**config.mk**
```make
export PLATFORM = sky130hd
export DESIGN_NAME = lbist_ctrl
export DESIGN_NICKNAME = d
export VERILOG_FILES = /design/src/rtl/lbist_pkg.sv /design/src/rtl/lbist_misr.sv /design/src/rtl/lbist_ctrl.sv
export SDC_FILE = /design/constraint.sdc
export NUM_CORES = 1
export LEC_CHECK = 0
export CAP_MARGIN = 0
export CORE_AREA = 10 10 170 93
export CTS_CLUSTER_DIAMETER = 100
export DETAILED_ROUTE_END_ITERATION = 7
export DIE_AREA = 0 0 180 103
export PLACE_DENSITY = 0.79
export SLEW_MARGIN = 20
export SYNTH_ARGS = -nofsm -noshare
export SYNTH_HDL_FRONTEND = slang
export SYNTH_HIERARCHICAL = 1
export SYNTH_SLANG_ARGS = --single-unit
```
**constraint.sdc**
```tcl
create_clock -name mclk -period 3.65 [get_ports mclk]
set_input_delay 0.9125 -clock mclk [delete_from_list [all_inputs] [get_ports mclk]]
set_output_delay 0.9125 -clock mclk [all_outputs]
set_load 0.02 [all_outputs]
```
**src/rtl/lbist_pkg.sv**
```systemverilog
// lbist_pkg: shared FSM state type, LFSR constants and next-state functions
// for the logic BIST controller.
package lbist_pkg;

    typedef enum logic [2:0] {
        ST_IDLE,
        ST_SHIFT,
        ST_CAPTURE,
        ST_UNLOAD,
        ST_DONE
    } lbist_state_e;

    // Fibonacci taps at bits 31, 21, 1 and 0
    localparam logic [31:0] LBIST_PRPG_TAPS     = 32'h8020_0003;
    localparam logic [31:0] LBIST_MISR_POLY_DEF = 32'h0040_0007;

    function automatic logic [31:0] prpg_next(input logic [31:0] p);
        return {p[30:0], ^(p & LBIST_PRPG_TAPS)};
    endfunction

    function automatic logic [31:0] misr_next(input logic [31:0] m, input logic [31:0] poly,
                                              input logic [31:0] d);
        return {m[30:0], 1'b0} ^ (m[31] ? poly : 32'h0) ^ d;
    endfunction

endpackage

```
**src/rtl/lbist_misr.sv**
```systemverilog
// lbist_misr: 32-bit multiple-input signature register with synchronous
// load (priority) and compaction enable.
module lbist_misr import lbist_pkg::*; #(
    parameter int          NCHAIN = 8,
    parameter logic [31:0] SEED   = 32'h0000_0000,
    parameter logic [31:0] POLY   = LBIST_MISR_POLY_DEF
) (
    input  logic              mclk,
    input  logic              reset_n,
    input  logic              i_load,
    input  logic              i_en,
    input  logic [NCHAIN-1:0] i_data,
    output logic [31:0]       o_sig
);

    logic [31:0] r_sig;

    always_ff @(posedge mclk or negedge reset_n) begin
        if (!reset_n)
            r_sig <= SEED;
        else if (i_load)
            r_sig <= SEED;
        else if (i_en)
            r_sig <= misr_next(r_sig, POLY, 32'(i_data));
    end

    assign o_sig = r_sig;

endmodule

```
**src/rtl/lbist_ctrl.sv**
```systemverilog
// lbist_ctrl: logic BIST sequencer - PRPG-driven scan loads, capture strobes
// and MISR compaction of scan-out, with sticky done and live signature.
module lbist_ctrl import lbist_pkg::*; #(
    parameter int          NCHAIN    = 8,
    parameter logic [31:0] PRPG_SEED = 32'hACE1_2468,
    parameter logic [31:0] MISR_SEED = 32'h0000_0000,
    parameter logic [31:0] MISR_POLY = LBIST_MISR_POLY_DEF
) (
    input  logic              mclk,
    input  logic              reset_n,
    input  logic              i_cfg_lbist_rst,
    input  logic              i_cfg_lbist_start,
    input  logic              i_cfg_lbist_rsb,
    input  logic [15:0]       i_cfg_lbist_pat,
    input  logic [15:0]       i_cfg_chain_depth,
    input  logic [NCHAIN-1:0] i_scan_out,
    output logic              o_scan_en,
    output logic [NCHAIN-1:0] o_scan_in,
    output logic              o_scan_capture,
    output logic              o_lbist_busy,
    output logic              o_lbist_done,
    output logic [31:0]       o_lbist_sig
);

    lbist_state_e r_state;
    logic [31:0]  r_prpg;
    logic [15:0]  r_pat, r_depth, r_pat_cnt, r_bit_cnt;
    logic         r_rsb, r_start_q, r_scan_en, r_capture, r_busy, r_done;

    logic w_start_pulse, w_ready, w_last_bit, w_misr_en, w_misr_load;

    assign w_start_pulse = i_cfg_lbist_start & ~r_start_q;
    assign w_ready       = (r_state == ST_IDLE) || (r_state == ST_DONE);
    assign w_last_bit    = r_bit_cnt == r_depth - 16'd1;
    // the first load shifts out the unknown post-reset chain state; rsb masks it
    assign w_misr_en     = (r_state == ST_SHIFT && !(r_rsb && r_pat_cnt == 16'd0)) ||
                           r_state == ST_UNLOAD;
    assign w_misr_load   = i_cfg_lbist_rst || (w_ready && w_start_pulse);

    always_ff @(posedge mclk or negedge reset_n) begin
        if (!reset_n) begin
            r_start_q <= 1'b0;
            r_state   <= ST_IDLE;
            r_prpg    <= PRPG_SEED;
            r_pat     <= '0;
            r_depth   <= 16'd1;
            r_rsb     <= 1'b0;
            r_pat_cnt <= '0;
            r_bit_cnt <= '0;
            r_scan_en <= 1'b0;
            r_capture <= 1'b0;
            r_busy    <= 1'b0;
            r_done    <= 1'b0;
        end else begin
            // start history keeps tracking through soft reset so a held start cannot retrigger
            r_start_q <= i_cfg_lbist_start;
            if (i_cfg_lbist_rst) begin
                r_state   <= ST_IDLE;
                r_prpg    <= PRPG_SEED;
                r_pat     <= '0;
                r_depth   <= 16'd1;
                r_rsb     <= 1'b0;
                r_pat_cnt <= '0;
                r_bit_cnt <= '0;
                r_scan_en <= 1'b0;
                r_capture <= 1'b0;
                r_busy    <= 1'b0;
                r_done    <= 1'b0;
            end else begin
                case (r_state)
                    ST_IDLE, ST_DONE: if (w_start_pulse) begin
                        r_prpg    <= PRPG_SEED;
                        r_pat     <= i_cfg_lbist_pat;
                        r_depth   <= (i_cfg_chain_depth == 16'd0) ? 16'd1 : i_cfg_chain_depth;
                        r_rsb     <= i_cfg_lbist_rsb;
                        r_pat_cnt <= '0;
                        r_bit_cnt <= '0;
                        r_done    <= i_cfg_lbist_pat == 16'd0;
                        r_busy    <= i_cfg_lbist_pat != 16'd0;
                        r_scan_en <= i_cfg_lbist_pat != 16'd0;
                        r_state   <= (i_cfg_lbist_pat == 16'd0) ? ST_DONE : ST_SHIFT;
                    end
                    ST_SHIFT: begin
                        r_prpg    <= prpg_next(r_prpg);
                        r_bit_cnt <= w_last_bit ? 16'd0 : r_bit_cnt + 16'd1;
                        r_scan_en <= !w_last_bit;
                        r_capture <= w_last_bit;
                        r_state   <= w_last_bit ? ST_CAPTURE : ST_SHIFT;
                    end
                    ST_CAPTURE: begin
                        r_capture <= 1'b0;
                        r_scan_en <= 1'b1;
                        r_pat_cnt <= r_pat_cnt + 16'd1;
                        r_state   <= (r_pat_cnt + 16'd1 == r_pat) ? ST_UNLOAD : ST_SHIFT;
                    end
                    ST_UNLOAD: begin
                        r_prpg    <= prpg_next(r_prpg);
                        r_bit_cnt <= w_last_bit ? 16'd0 : r_bit_cnt + 16'd1;
                        r_scan_en <= !w_last_bit;
                        r_busy    <= !w_last_bit;
                        r_done    <= w_last_bit;
                        r_state   <= w_last_bit ? ST_DONE : ST_UNLOAD;
                    end
                    default: r_state <= ST_IDLE;
                endcase
            end
        end
    end

    lbist_misr #(
        .NCHAIN (NCHAIN),
        .SEED   (MISR_SEED),
        .POLY   (MISR_POLY)
    ) u_misr (
        .mclk    (mclk),
        .reset_n (reset_n),
        .i_load  (w_misr_load),
        .i_en    (w_misr_en),
        .i_data  (i_scan_out),
        .o_sig   (o_lbist_sig)
    );

    assign o_scan_en      = r_scan_en;
    assign o_scan_in      = r_scan_en ? r_prpg[NCHAIN-1:0] : '0;
    assign o_scan_capture = r_capture;
    assign o_lbist_busy   = r_busy;
    assign o_lbist_done   = r_done;

endmodule
```
==> metrics.txt <==
flop-to-flop setup slack=0.14 ns; leakage=3.58 nW; cts bufs inserted=17; Least-Margin Pin Slew=1.16 ns; DPL Wire Length=13700 um; clk_skew=0.0101 ns; pin count of the biggest net entering global routing=65; starting density of the core=54.2%; Critical Path End Type=flip-flop; Final Net Count=872; Max Freq=285 MHz; hold slack=0.505 ns; largest family of logic cells by synthesized area=simple AND/OR/NAND/NOR gates; post-route cell area=8660 um2; Antenna diodes=0; core area=13000 um2; GPL Wtd Cong=0.957; mux contribution to synthesized area=3.72%; CP peak stage delay=0.56 ns; Seq/Total Area, Yosys=48.8%; vias in the first global route=5982; Tot GR Track Use=21.2%; CTS tree=yes; clock slew at reported path FFs=0.06 ns; post-synthesis compound-gate area fraction=15.8%; register bit total from synthesis=137; num ports=89; WL/cell=19.1 um; initial antenna violation count=0; Max stage delay cell, worst path=or4_1; Synth area leader=dfrtp_1; Reg2Reg Capture Point=r_bit_cnt[2]; ys async rst share=100%; outcome=complete, no violations; final setup vio count=0; Multi-input gate area=3370 um2; largest cells by area after synthesis=dfrtp_1 44%, nand2_1 5.9%, dfstp_2 5.2%; layout cell share with drive strength beyond 1=9.93%; flip-flop and latch area=3450 um2; R2R cell count=10; Mapped Cells=747; CTS HTree Levels=4; hold wc startpoint=r_prpg[28]; post-synthesis xor/xnor area fraction=6.58%; GRT overflow=0; Die Wd=180 um; post-synth cell types=60; vias after detailed routing=6075; Setup TNS Final=0 ns; final-report hold violation count=0; Synth Net Count=796; Rows=30; PD cells=434 nW/um2; unrepaired setup endpoints after global routing=no; CP arrival=3.82 ns; Fillers=1016; Post-Synth Simple-Gate Area=20.6%; number of enable flip-flop cells after synthesis=0; Port-buffer cells=88; critical path class=reg2reg; Max Slew Vio Count=0; ys flop type=dfrtp_1; worst hold path type=reg2reg; critical path required time=3.96 ns; Slew HR=22.2%; largest fanout on the critical path=4; Yosys warning count=6; DRT iter0 DRCs=645; # hold bufs at CTS=0; Area Growth Syn to Fin=22.7%; worst path cell trace=inv_1 > ha_2 > or4b_4 > or4b_4 > or4_1 > nand3_2 > nand2_1 > or4_4 > and3_1 > mux2_2; Peak VDD IR=0.253 mV; cell mode on critical path=or4b_4; min Tclk post-route=3.51 ns; mapped cell area=7060 um2; top cell type's share of synthesized area=43.6%; syn avg cell area=9.45 um2; antenna viol nets, final=0; Root Driver=clkbuf_16; DRC=0; max cap viols=0; DP Area=8090 um2; clk buf depth=2; Worst Hold End=r_prpg[29]; die area=18500 um2; clk sinks=137; later-pin clock latency in the skew report=0.43 ns; final period utilization=96.3%; Die Span Y=103 um; drt total wl=19300 um; Post-Synth Adder-Cell Area=0.709%; worst r2r src=r_depth[1]; WHS Path Cells=1; first-pass GRT wire length=31700 um; vias per cell=6.00; startpoint types=flip-flop; DR pass1 iterations=5
[how the worst max path moves through the flow]
stage	startpoint	endpoint	slack, ns	cells past startpoint
6_report	r_depth[1]	r_bit_cnt[2]	0.14	10
5_1_grt	r_depth[1]	r_bit_cnt[2]	0.03	10
4_1_cts	r_depth[1]	r_bit_cnt[14]	0.05	11
3_5_place_dp	r_depth[1]	r_bit_cnt[13]	0.1	11
3_3_place_gp	r_depth[1]	r_bit_cnt[2]	0.23	10
2_1_floorplan	r_depth[1]	r_bit_cnt[2]	0.38	10
[sequential cells by signal (all words and copies together) (netlist names)]
signal,cells
r_bit_cnt,16
r_prpg,32
r_rsb,1
r_start_q,1
o_scan_capture,1
r_pat_cnt,16
r_state,3
o_scan_en,1
r_pat,16
o_lbist_busy,1
r_depth,16
o_lbist_done,1
u_misr/o_sig,32
[synth_stat cells (all sizes together) (9+ instances only)]
master	n
clkbuf	40
xnor2	36
nor3	14
a22o	19
nand3	15
inv	13
nand4	14
nand2	111
nor2	66
a21oi	43
dfstp	14
and2	11
dfrtp	123
mux2i	24
nor4	12
xor2	17
a211oi	10
o22a	13
o21ai	41
and3	9
[metal layers]
metal | vias to the layer above | track usage, % | share of wire [%] | wire length, um
li1 | 2813 | - | - | -
met2 | 267 | 31.5 | 43 | 8360
met5 | - | 0 | 0 | 0
met1 | 2963 | 29.9 | 47 | 9080
met3 | 32 | 4.91 | 8.1 | 1560
met4 | 0 | 7.26 | 1.5 | 295
[metrics by stage]
| stage | instances | utilization [%] | setup WS (ns) | total power, mW |
|---|---|---|---|---|
| 6_report | 1012 | 66.5 | 0.136 | 3.76 |
| 5_1_grt | 1012 | 66.5 | 0.0279 | 3.90 |
| 4_1_cts | 1010 | 66.3 | 0.0537 | 3.77 |
| 3_5_place_dp | 978 | 62.1 | 0.0997 | 2.12 |
| 3_3_place_gp | 978 | 62.1 | 0.233 | 2.11 |
| 2_1_floorplan | 747 | - | 0.381 | 1.92 |
[cells in the final DEF (no fill, tap or decap), types with 14 or more instances in the layout]
cell,netlist,layout
dfrtp_1,123,123
nand2_1,111,111
clkdlybuf4s50_1,0,87
nor2_1,66,65
a21oi_1,43,43
o21ai_0,40,40
xnor2_1,36,36
mux2i_1,24,24
a22o_1,19,19
xor2_1,17,17
clkbuf_16,0,17
buf_4,4,17
nand4_1,14,14
nand3_1,15,14
dfstp_2,14,14
[critical path, delay by kind of cell, from the launching register on]
family	cells	cell delay, ns
multiplexers	1	0.25
adder cells (fa/ha/maj)	1	0.19
AND/OR/NAND/NOR	7	2.51
buffers and inverters	1	0.07
flip-flops	1	0.40
[layout make-up]
class,instances,area share [%]
sequential,137,39.8
multi-input combinational,549,39.0
timing repair buffer,105,11.8
clock buffer,17,4.91
tap,176,2.54
clock inverter,15,1.50
inverter,13,0.563
[report_power, final]
part           switching, mW  internal (mW)
Sequential            0.0602           1.58
Clock                  0.749          0.895
Combinational          0.270          0.204
Total                   1.08           2.68
[kinds of logic (layout without fill, tap and decap cells)]
logic type               Yosys count  after routing
flip-flops                       137            137
XOR/XNOR                          53             53
AO/OA/AOI/OAI                    168            168
adder cells (fa/ha/maj)            4              4
buffers and inverters             61            150
multiplexers                      26             26
AND/OR/NAND/NOR                  298            298
[what timing repair did]
item / in CTS / in global routing
resized for setup: 0 / 4
setup buffers: 0 / 2
setup endpoints to repair: 0 / 8
Note: power is estimated with default switching activity, not from simulation.
